===== src/rtl/vm2002_pkg.sv =====
// -----------------------------------------------------------------------------
// vm2002_pkg
// Shared types for the vending-machine controller family:
//   coins_t      coin encoding used on coin acceptor and change outputs
//   vm_status_t  transaction status reported to the front end
//   vm_state_t   controller FSM states
//   coin_value() coin -> value in nickel units
// -----------------------------------------------------------------------------
package vm2002_pkg;

    typedef enum logic [1:0] {
        NO_COINS = 2'd0,
        NICKEL   = 2'd1,
        DIME     = 2'd2,
        QUARTER  = 2'd3
    } coins_t;

    typedef enum logic [2:0] {
        NO_STATUS    = 3'd0,
        AVAILABLE    = 3'd1,
        OUT_OF_STOCK = 3'd2,
        INSUFFICIENT = 3'd3,
        ERROR        = 3'd4
    } vm_status_t;

    typedef enum logic [2:0] {
        ST_IDLE     = 3'd0,
        ST_COLLECT  = 3'd1,
        ST_CHECK    = 3'd2,
        ST_DISPENSE = 3'd3,
        ST_CHANGE   = 3'd4
    } vm_state_t;

    function automatic logic [2:0] coin_value(input coins_t c);
        case (c)
            NICKEL:  coin_value = 3'd1;
            DIME:    coin_value = 3'd2;
            QUARTER: coin_value = 3'd5;
            default: coin_value = 3'd0;
        endcase
    endfunction

endpackage


===== src/rtl/vm_controller_if.sv =====
// -----------------------------------------------------------------------------
// vm_controller_if
// Front-end / actuator bundle of the vending-machine controller.
//   master : coin acceptor, keypad and operator side (drives requests)
//   slave  : the controller (drives reject/dispense/change/status/balance/busy)
// -----------------------------------------------------------------------------
interface vm_controller_if
    import vm2002_pkg::*;
#(
    parameter int IW       = 3,
    parameter int COUNT_W  = 4,
    parameter int AMOUNT_W = 8
);
    logic                coin_valid;
    coins_t              coin;
    logic                select_valid;
    logic [IW-1:0]       select_item;
    logic                cancel;
    logic                restock_en;
    logic [IW-1:0]       restock_item;
    logic [COUNT_W-1:0]  restock_qty;
    logic                cost_we;
    logic [IW-1:0]       cost_item;
    logic [AMOUNT_W-1:0] cost_val;

    logic                coin_reject;
    logic                dispense_valid;
    logic [IW-1:0]       dispense_item;
    logic                change_valid;
    coins_t              change_coin;
    vm_status_t          status;
    logic [AMOUNT_W-1:0] balance;
    logic                busy;

    modport master (
        output coin_valid, coin, select_valid, select_item, cancel,
               restock_en, restock_item, restock_qty,
               cost_we, cost_item, cost_val,
        input  coin_reject, dispense_valid, dispense_item, change_valid,
               change_coin, status, balance, busy
    );

    modport slave (
        input  coin_valid, coin, select_valid, select_item, cancel,
               restock_en, restock_item, restock_qty,
               cost_we, cost_item, cost_val,
        output coin_reject, dispense_valid, dispense_item, change_valid,
               change_coin, status, balance, busy
    );
endinterface


===== src/rtl/vm_change_gen.sv =====
// -----------------------------------------------------------------------------
// vm_change_gen
// Greedy change-coin selector (combinational).
//   balance_i     remaining credit in nickels
//   change_coin_o largest coin not exceeding balance (NO_COINS when zero)
//   dec_o         value of change_coin_o in nickels
// -----------------------------------------------------------------------------
module vm_change_gen
    import vm2002_pkg::*;
#(
    parameter int AMOUNT_W = 8
) (
    input  logic [AMOUNT_W-1:0] balance_i,
    output coins_t              change_coin_o,
    output logic [AMOUNT_W-1:0] dec_o
);
    always_comb begin
        change_coin_o = NO_COINS;
        dec_o         = '0;
        if (balance_i >= AMOUNT_W'(5)) begin
            change_coin_o = QUARTER;
            dec_o         = AMOUNT_W'(5);
        end else if (balance_i >= AMOUNT_W'(2)) begin
            change_coin_o = DIME;
            dec_o         = AMOUNT_W'(2);
        end else if (balance_i != '0) begin
            change_coin_o = NICKEL;
            dec_o         = AMOUNT_W'(1);
        end
    end
endmodule


===== src/rtl/vm_controller.sv =====
// -----------------------------------------------------------------------------
// vm_controller
// Vending-machine controller: coin collection, stock/price check, dispense,
// greedy coin-by-coin change, operator restock and price writes (IDLE only).
//   clk    system clock, rising edge
//   rst_n  asynchronous active-low reset (balance discarded, no refund)
//   bus    vm_controller_if.slave: coin/select/cancel/restock/cost inputs,
//          registered coin_reject/dispense/change/status/balance/busy outputs
// -----------------------------------------------------------------------------
module vm_controller
    import vm2002_pkg::*;
#(
    parameter int N_ITEMS      = 8,
    parameter int COUNT_W      = 4,
    parameter int INIT_COUNT   = 8,
    parameter int AMOUNT_W     = 8,
    parameter int DEFAULT_COST = 20
) (
    input  logic             clk,
    input  logic             rst_n,
    vm_controller_if.slave   bus
);
    localparam int IW  = $clog2(N_ITEMS);
    localparam int AW1 = AMOUNT_W + 1;
    localparam int CW1 = COUNT_W + 1;

    vm_state_t           state_q, state_d;
    logic [AMOUNT_W-1:0] balance_q, balance_d;
    logic [IW-1:0]       item_q, item_d;
    vm_status_t          status_q, status_d;
    logic                coin_reject_q, coin_reject_d;
    logic                dispense_valid_q, dispense_valid_d;
    logic [IW-1:0]       dispense_item_q, dispense_item_d;
    logic                change_valid_q, change_valid_d;
    coins_t              change_coin_q, change_coin_d;
    logic [COUNT_W-1:0]  count_q [N_ITEMS];
    logic [COUNT_W-1:0]  count_d [N_ITEMS];
    logic [AMOUNT_W-1:0] cost_q  [N_ITEMS];
    logic [AMOUNT_W-1:0] cost_d  [N_ITEMS];

    logic                coin_ok;
    logic [AW1-1:0]      coin_sum;
    logic [CW1-1:0]      restock_sum;
    logic [AMOUNT_W-1:0] bal_after;
    logic                item_err;
    coins_t              gen_coin;
    logic [AMOUNT_W-1:0] gen_dec;

    vm_change_gen #(.AMOUNT_W(AMOUNT_W)) u_change_gen (
        .balance_i     (balance_q),
        .change_coin_o (gen_coin),
        .dec_o         (gen_dec)
    );

    always_comb begin
        state_d          = state_q;
        balance_d        = balance_q;
        item_d           = item_q;
        status_d         = status_q;
        coin_reject_d    = 1'b0;
        dispense_valid_d = 1'b0;
        dispense_item_d  = dispense_item_q;
        change_valid_d   = 1'b0;
        change_coin_d    = NO_COINS;
        count_d          = count_q;
        cost_d           = cost_q;

        coin_ok     = bus.coin_valid && (bus.coin != NO_COINS);
        // Carry bit flags a credit that would not fit in AMOUNT_W.
        coin_sum    = {1'b0, balance_q} + AW1'(coin_value(bus.coin));
        restock_sum = {1'b0, count_q[bus.restock_item]} + {1'b0, bus.restock_qty};
        bal_after   = balance_q - cost_q[item_q];
        item_err    = 32'(item_q) >= 32'(N_ITEMS);

        case (state_q)
            ST_IDLE, ST_COLLECT: begin
                if (coin_ok) begin
                    if (coin_sum[AMOUNT_W]) begin
                        coin_reject_d = 1'b1;
                    end else begin
                        balance_d = coin_sum[AMOUNT_W-1:0];
                        state_d   = ST_COLLECT;
                    end
                end
                if (state_q == ST_IDLE) begin
                    if (bus.restock_en)
                        count_d[bus.restock_item] = restock_sum[COUNT_W] ?
                            '1 : restock_sum[COUNT_W-1:0];
                    if (bus.cost_we)
                        cost_d[bus.cost_item] = bus.cost_val;
                end else if (bus.cancel) begin
                    state_d = ST_CHANGE;
                end else if (bus.select_valid) begin
                    item_d  = bus.select_item;
                    state_d = ST_CHECK;
                end
            end
            ST_CHECK: begin
                coin_reject_d = coin_ok;
                state_d       = ST_COLLECT;
                if (item_err) begin
                    status_d = ERROR;
                end else if (count_q[item_q] == '0) begin
                    status_d = OUT_OF_STOCK;
                end else if (balance_q < cost_q[item_q]) begin
                    status_d = INSUFFICIENT;
                end else begin
                    // Pulse registered here so it is visible during DISPENSE.
                    status_d         = AVAILABLE;
                    state_d          = ST_DISPENSE;
                    dispense_valid_d = 1'b1;
                    dispense_item_d  = item_q;
                end
            end
            ST_DISPENSE: begin
                coin_reject_d    = coin_ok;
                count_d[item_q]  = count_q[item_q] - COUNT_W'(1);
                balance_d        = bal_after;
                state_d          = (bal_after == '0) ? ST_IDLE : ST_CHANGE;
            end
            ST_CHANGE: begin
                coin_reject_d = coin_ok;
                if (balance_q == '0) begin
                    state_d  = ST_IDLE;
                    status_d = NO_STATUS;
                end else begin
                    change_valid_d = 1'b1;
                    change_coin_d  = gen_coin;
                    balance_d      = balance_q - gen_dec;
                end
            end
            default: state_d = ST_IDLE;
        endcase
    end

    always_ff @(posedge clk or negedge rst_n) begin
        if (!rst_n) begin
            state_q          <= ST_IDLE;
            balance_q        <= '0;
            item_q           <= '0;
            status_q         <= NO_STATUS;
            coin_reject_q    <= 1'b0;
            dispense_valid_q <= 1'b0;
            dispense_item_q  <= '0;
            change_valid_q   <= 1'b0;
            change_coin_q    <= NO_COINS;
            for (int unsigned i = 0; i < N_ITEMS; i++) begin
                count_q[i] <= COUNT_W'(INIT_COUNT);
                cost_q[i]  <= AMOUNT_W'(DEFAULT_COST);
            end
        end else begin
            state_q          <= state_d;
            balance_q        <= balance_d;
            item_q           <= item_d;
            status_q         <= status_d;
            coin_reject_q    <= coin_reject_d;
            dispense_valid_q <= dispense_valid_d;
            dispense_item_q  <= dispense_item_d;
            change_valid_q   <= change_valid_d;
            change_coin_q    <= change_coin_d;
            count_q          <= count_d;
            cost_q           <= cost_d;
        end
    end

    assign bus.coin_reject    = coin_reject_q;
    assign bus.dispense_valid = dispense_valid_q;
    assign bus.dispense_item  = dispense_item_q;
    assign bus.change_valid   = change_valid_q;
    assign bus.change_coin    = change_coin_q;
    assign bus.status         = status_q;
    assign bus.balance        = balance_q;
    assign bus.busy           = (state_q != ST_IDLE) && (state_q != ST_COLLECT);
endmodule


===== src/flat_wrapper.sv =====
// flat-port wrapper written by rule: the top's interface ports become plain ports
module vm_controller_flat import vm2002_pkg::*;
#(
    parameter int N_ITEMS      = 8,
    parameter int COUNT_W      = 4,
    parameter int INIT_COUNT   = 8,
    parameter int AMOUNT_W     = 8,
    parameter int DEFAULT_COST = 20
)
  (clk, rst_n, bus_coin_valid, bus_coin, bus_select_valid, bus_select_item, bus_cancel, bus_restock_en, bus_restock_item, bus_restock_qty, bus_cost_we, bus_cost_item, bus_cost_val, bus_coin_reject, bus_dispense_valid, bus_dispense_item, bus_change_valid, bus_change_coin, bus_status, bus_balance, bus_busy);
  vm_controller_if #(.IW(3), .COUNT_W(COUNT_W), .AMOUNT_W(AMOUNT_W)) bus_i ();
  input  logic clk;
  input  logic rst_n;
  input wire logic [$bits(bus_i.coin_valid)-1:0] bus_coin_valid;
  input wire logic [$bits(bus_i.coin)-1:0] bus_coin;
  input wire logic [$bits(bus_i.select_valid)-1:0] bus_select_valid;
  input wire logic [$bits(bus_i.select_item)-1:0] bus_select_item;
  input wire logic [$bits(bus_i.cancel)-1:0] bus_cancel;
  input wire logic [$bits(bus_i.restock_en)-1:0] bus_restock_en;
  input wire logic [$bits(bus_i.restock_item)-1:0] bus_restock_item;
  input wire logic [$bits(bus_i.restock_qty)-1:0] bus_restock_qty;
  input wire logic [$bits(bus_i.cost_we)-1:0] bus_cost_we;
  input wire logic [$bits(bus_i.cost_item)-1:0] bus_cost_item;
  input wire logic [$bits(bus_i.cost_val)-1:0] bus_cost_val;
  output wire logic [$bits(bus_i.coin_reject)-1:0] bus_coin_reject;
  output wire logic [$bits(bus_i.dispense_valid)-1:0] bus_dispense_valid;
  output wire logic [$bits(bus_i.dispense_item)-1:0] bus_dispense_item;
  output wire logic [$bits(bus_i.change_valid)-1:0] bus_change_valid;
  output wire logic [$bits(bus_i.change_coin)-1:0] bus_change_coin;
  output wire logic [$bits(bus_i.status)-1:0] bus_status;
  output wire logic [$bits(bus_i.balance)-1:0] bus_balance;
  output wire logic [$bits(bus_i.busy)-1:0] bus_busy;
  assign bus_i.coin_valid = bus_coin_valid;
  assign bus_i.coin = bus_coin;
  assign bus_i.select_valid = bus_select_valid;
  assign bus_i.select_item = bus_select_item;
  assign bus_i.cancel = bus_cancel;
  assign bus_i.restock_en = bus_restock_en;
  assign bus_i.restock_item = bus_restock_item;
  assign bus_i.restock_qty = bus_restock_qty;
  assign bus_i.cost_we = bus_cost_we;
  assign bus_i.cost_item = bus_cost_item;
  assign bus_i.cost_val = bus_cost_val;
  assign bus_coin_reject = bus_i.coin_reject;
  assign bus_dispense_valid = bus_i.dispense_valid;
  assign bus_dispense_item = bus_i.dispense_item;
  assign bus_change_valid = bus_i.change_valid;
  assign bus_change_coin = bus_i.change_coin;
  assign bus_status = bus_i.status;
  assign bus_balance = bus_i.balance;
  assign bus_busy = bus_i.busy;
  vm_controller #(.N_ITEMS(N_ITEMS), .COUNT_W(COUNT_W), .INIT_COUNT(INIT_COUNT), .AMOUNT_W(AMOUNT_W), .DEFAULT_COST(DEFAULT_COST)) u_core (.clk(clk), .rst_n(rst_n), .bus(bus_i));
endmodule

===== config.mk =====
export PLATFORM = sky130hd
export DESIGN_NAME = vm_controller_flat
export DESIGN_NICKNAME = d
export VERILOG_FILES = /design/src/rtl/vm2002_pkg.sv /design/src/rtl/vm_controller_if.sv /design/src/rtl/vm_change_gen.sv /design/src/rtl/vm_controller.sv /design/src/flat_wrapper.sv
export SDC_FILE = /design/constraint.sdc
export NUM_CORES = 1
export LEC_CHECK = 0
export CELL_PAD_IN_SITES_DETAIL_PLACEMENT = 2
export CELL_PAD_IN_SITES_GLOBAL_PLACEMENT = 2
export CORE_UTILIZATION = 45
export CTS_BUF_LIST = sky130_fd_sc_hd__clkbuf_4 sky130_fd_sc_hd__clkbuf_8
export DETAILED_ROUTE_END_ITERATION = 8
export MAX_ROUTING_LAYER = met4
export PLACE_DENSITY = 0.86
export SYNTH_ARGS = -nofsm -noshare
export SYNTH_HDL_FRONTEND = slang
export SYNTH_SLANG_ARGS = --single-unit
export TNS_END_PERCENT = 20

===== constraint.sdc =====
create_clock -name clk -period 5.19 [get_ports clk]
set_input_delay 1.038 -clock clk [delete_from_list [all_inputs] [get_ports clk]]
set_output_delay 1.038 -clock clk [all_outputs]
set_load 0.05 [all_outputs]

* After elaboration in Yosys (flattened, before gate mapping) *
Index checks and enable logic that the tools add are counted.

cells by class
  $add $sub $neg = 5
  multiply operators = 0
  divide/modulo/power cells = 0
  order comparisons = 9
  equality and inequality tests = 14
  shift-type cells = 0
  multiplexer cells = 56
  bitwise operators = 7
  reductions and logical operators = 23

operators by type and width
  cell                                                                                 number
  32-bit bitwise mux                                                                   2
  64-bit bitwise mux                                                                   1
  32-bit two-way mux                                                                   2
  32-bit case mux with 2 select lines                                                  1
  8-bit two-way mux                                                                    6
  3-bit two-way mux                                                                    10
  4-bit two-way mux                                                                    7
  4-bit binary-select mux with 3-bit select                                            2
  8-bit binary-select mux with 3-bit select                                            1
  4-bit demux with 3-bit select                                                        2
  8-bit demux with 3-bit select                                                        1
  8-bit case mux with 3 select lines                                                   1
  8-bit zero test                                                                      2
  2-bit two-way mux                                                                    7
  4-bit greater-or-equal comparator, second input constant                             3
  4-bit by 1-bit less-than comparator with 1-bit output, second input constant         3
  3-bit inverter with 4-bit output                                                     3
  3-bit case mux with 4 select lines                                                   1
  8-bit by 3-bit adder with 9-bit output                                               1
  1-bit two-way mux                                                                    9
  3-bit case mux with 3 select lines                                                   1
  3-bit AND reduction                                                                  3
  8-bit by 2-bit greater-or-equal comparator with 1-bit output, second input constant  1
  8-bit by 3-bit greater-or-equal comparator with 1-bit output, second input constant  1
  26 further kinds                                                                     43

storage, ports and cells
  register bits = 121
  bits in latches = 0
  memory bits (writable) = 0
  memory bits (read-only) = 0
  input bits = 30
  output and inout port bits = 20
  word-level logic and storage cells = 139
  memories kept = 0

* Depth between registers and ports, before layout *
  word-level depth = 10
  depth in mapped cells = 17
  depth with buffers taken out = 14

* Modules after synthesis *
A second synthesis with hierarchy kept.

unflattened totals
  cells, all modules = 722
  area, all modules = 7,392.1 sq um

modules (own cells, without submodules)
  module         instances  cells each  area each (sq um)  sequential area each (sq um)
  vm_controller  1          707         7,275.7            3,032.9
  vm_change_gen  1          15          116.4              0.0

* Worst setup path after synthesis *
No wires, ideal clock.

  kind = input-to-reg
  start point = input bus_restock_item[2]
  end point = register u_core.count_q[25] (netlist bit)
  setup time = 121 ps
  arrival time = 3,715 ps
  data required time = 5,069 ps
  path slack = 1,355 ps
  stages on the path = 12
  path buffers = 2
  path through = buf_1 clkbuf_1 mux2i_1 nor2_1 a211oi_1 o21ai_0 ha_1 nor2b_1 o21a_1 nor3b_1 o22ai_1 a22o_1

on the way
  word-level cells in the longest chain between the ends = 10
  elaborated cells between the ends (all ways) = 15
  those cells by class = add/sub (1); order compare (2); mux (10); bitwise (1); reduce/logical (1)

RTL lines
  element                                               RTL line                                  RTL
  start: declaration                                    flat_wrapper.sv:20                        input wire logic [$bits(bus_i.restock_item)-1:0] bus_restock_item;
  3-bit inverter with 4-bit output *                    vm_controller.sv:71, vm_controller.sv:87
  4-bit binary-select mux with 3-bit select             vm_controller.sv:71                       restock_sum = {1'b0, count_q[bus.restock_item]} + {1'b0, bus.restock_qty};
  4-bit two-way mux (implied by the code) (2 in a row)  vm_controller.sv:71
  4-bit by 4-bit adder with 5-bit output                vm_controller.sv:71
  4-bit two-way mux                                     vm_controller.sv:87                       count_d[bus.restock_item] = restock_sum[COUNT_W] ?
  32-bit bitwise mux *                                  vm_controller.sv:87
  32-bit two-way mux *                                  vm_controller.sv:86                       if (bus.restock_en)
  32-bit two-way mux *                                  vm_controller.sv:85                       if (state_q == ST_IDLE) begin
  32-bit case mux with 2 select lines *                 vm_controller.sv:75                       case (state_q)
  end signal: indexed assignment                        vm_controller.sv:148                      count_q[i] <= COUNT_W'(INIT_COUNT);
  end signal: assignment                                vm_controller.sv:161                      count_q <= count_d;
  end: declaration                                      vm_controller.sv:36                       logic [COUNT_W-1:0] count_q [N_ITEMS];

Mark *: on every way between the ends. The rest lies on a longest branch, timed or not. The select of a mux whose other input is x is not followed.
A chain may end at the register's enable or synchronous reset.

* Final worst setup path *
  start point = input bus_restock_item[0]
  end point = register u_core.count_q[14] (netlist bit)

The elaborated chain is that of the path after synthesis.

==> run metrics <==
DR vias 5,733; max cap viols 0; crit path cell chain clkdlybuf4s50_1, mux4_2, nand2_1, nand2_1, ha_1, inv_1, fa_1, nor2b_1, a22oi_1, o21ai_1, a2bb2oi_1, o21ai_0; final-stage net count 738; EDFF count, synth 0; mean area per synthesized cell 11.2 um^2; share of cells above drive strength 1 25.8%; fmax 243 MHz; Lkg Pwr 3.41 nW; Clock Skews 13.2 ps; placed inst area 0.00786 mm^2; Worst Setup Start Kind primary input; Yosys Warn Count 0; CP dominant cell by count nand2_1; post-synth cell types 74; Synth top area share 33.3%; hpwl dp 17,100 um; asr flop ratio synth 100%; total core area 0.0154 mm^2; crit end category register; largest cells by area after synthesis dfrtp_1 (33%), mux2_2 (11%), dfstp_2 (8.7%); Setup-failing EPs final 0; Tmin final 4120 ps; fin. max-slew vios 0; Worst Hold Depth 1; Initial Util 46.7%; #FFs+latches synth 120; n_diodes 0; Max rail drop VDD 0.339 mV; final period utilization 79.3%; count leader, synth dfrtp_1; Die Height 129 um; Port Buf Inserts 48; Post-CTS Setup Inserts 0; R2R cell count 14; Slowest-stage cell, CP clkdlybuf4s50_1; first-pass GRT wire length 38,200 um; Cells after Synth 641; register area share after synthesis 42.1%; Placer Congestion 0.903; Crit Path Max Fanout 18; number of iterations in the first detailed-routing pass 5; GRT overflow 0; H-tree levels 4; status complete, no violations; Max-slew headroom 25.7%; RSZ-0062 raised after global routing false; die width 129 um; cts bufs inserted 17; Pwr Total 6.18 mW; Power Density 749 mW/mm^2; CTS tree yes; Critical Path AT 4440 ps; antenna-violating nets left 0; vias in the first global route 6,450; GR Util All Layers 32.5%; Synth area leader dfrtp_1; Resize count post-CTS 0; crit path kind primary input to register; Detailed Route Iter0 Violations 346; # IOs 50; Synth Flop Type dfrtp_1; initial antenna violation count 0; hold crit path type register to register; Clock Sinks 120; routed len/inst 26.8 um; commonest cells in the netlist dfrtp_1 (96), mux2_2 (71), nand2_1 (50); CP required 5510 ps; Post-Syn Area 0.00721 mm^2; TNS Setup 0 ps; die footprint 0.0165 mm^2; via/cell ratio 6.31; CTS Hold Bufs 0; clock root buffer clkbuf_8; design area 0.00825 mm^2; post-synth net total 695; largest net degree at the start of global routing 83; Reg clk slew, reported paths 80 ps; area grow syn2layout 14.4%; Hold Violations, Final 0; Std-Cell Rows 45; Clock Latency Late Sink 460 ps; DRC errors left 0; Critical Path Max Stage Delay 790 ps; Total Wirelength 24,400 um; Worst-Margin Slew 1110 ps; Clock Path Buffers 2
## metrics by stage
stage | util, % | std cells | hold WS [ps] | setup WS [ps]
after floorplan | - | 641 | 469 | 1350
after global placement | 51.0 | 876 | 482 | 953
after detailed placement | 51.0 | 876 | 495 | 744
after CTS | 53.5 | 908 | 514 | 1130
after global routing | 53.5 | 908 | 529 | 884
final | 53.5 | 908 | 511 | 1070
## where the power goes
group,internal (mW),total [mW],switching (mW)
clock network,0.415,0.843,0.428
logic,1.45,3.38,1.93
registers,1.46,1.96,0.502
total,3.32,6.18,2.86
## metal layers
layer | GRT usage, % | share of wire [%] | wire [um] | vias to the layer above
met2 | 53.5 | 51 | 12400 | 168
met4 | 10.4 | 1.7 | 423 | 0
met3 | 5.03 | 4.3 | 1060 | 34
met1 | 41.3 | 43 | 10500 | 3021
met5 | - | 0 | 0 | -
li1 | - | - | - | 2510
## critical path, delay by kind of cell
kind | cells | cell delay [ps]
adders and majority gates | 2 | 600
buffers and inverters | 2 | 850
muxes | 1 | 540
and+or+nand+nor | 3 | 400
AOI/OAI and AO/OA | 4 | 1000
## cell type report
cell class / instances / area, um^2
inverters: 17 / 63.8
fillers: 1543 / 7180
clock buffers: 20 / 269
repair buffers: 57 / 546
flip-flops and latches: 120 / 3030
multi-input cells: 471 / 3960
clock inverters: 12 / 116
well taps: 211 / 264
## kinds of logic (layout without fill, tap and decap cells)
logic type / Yosys count / in the layout / share of synthesized area (%)
simple gates: 172 / 172 / 13.0
compound gates: 152 / 152 / 14.7
flops: 120 / 120 / 42.1
mux: 113 / 113 / 21.3
buf+inv: 50 / 106 / 3.11
fa+ha+maj: 24 / 24 / 4.58
xor+xnor: 9 / 9 / 1.20
other cells: 1 / 1 / 0.0520
## registers in the layout, indices dropped and copies added, names as in the netlist
signal and count:
u_core.bus.balance 8, u_core.bus.change_coin 2, u_core.bus.change_valid 1, u_core.bus.coin_reject 1
u_core.bus.dispense_item 3, u_core.bus.dispense_valid 1, u_core.bus.status 2, u_core.cost_q 64
u_core.count_q 32, u_core.item_q 3, u_core.state_q 3
## cells in the final DEF, fill, tap and decap left out, types with 20 or more instances in the layout
cell type | synthesis | final
nor2_1 | 28 | 28
o22ai_1 | 20 | 20
mux2_2 | 71 | 71
nand2_1 | 50 | 50
dfrtp_1 | 96 | 96
a21oi_1 | 23 | 22
dfstp_2 | 24 | 24
clkdlybuf4s50_1 | 0 | 47
ha_1 | 20 | 20
## final timing paths
kind,endpoint,from,slack [ps]
worst max-delay path,u_core.count_q[14],bus_restock_item[0],1070
worst min-delay path,u_core.cost_q[38],u_core.cost_q[38],510
worst max register to register,u_core.state_q[2],u_core.item_q[1],1200
worst min register to register,u_core.cost_q[38],u_core.cost_q[38],510
max in group asynchronous,u_core.cost_q[4],rst_n,3230
min in group asynchronous,u_core.cost_q[13],rst_n,770
Note: power is estimated with default switching activity, not from simulation.
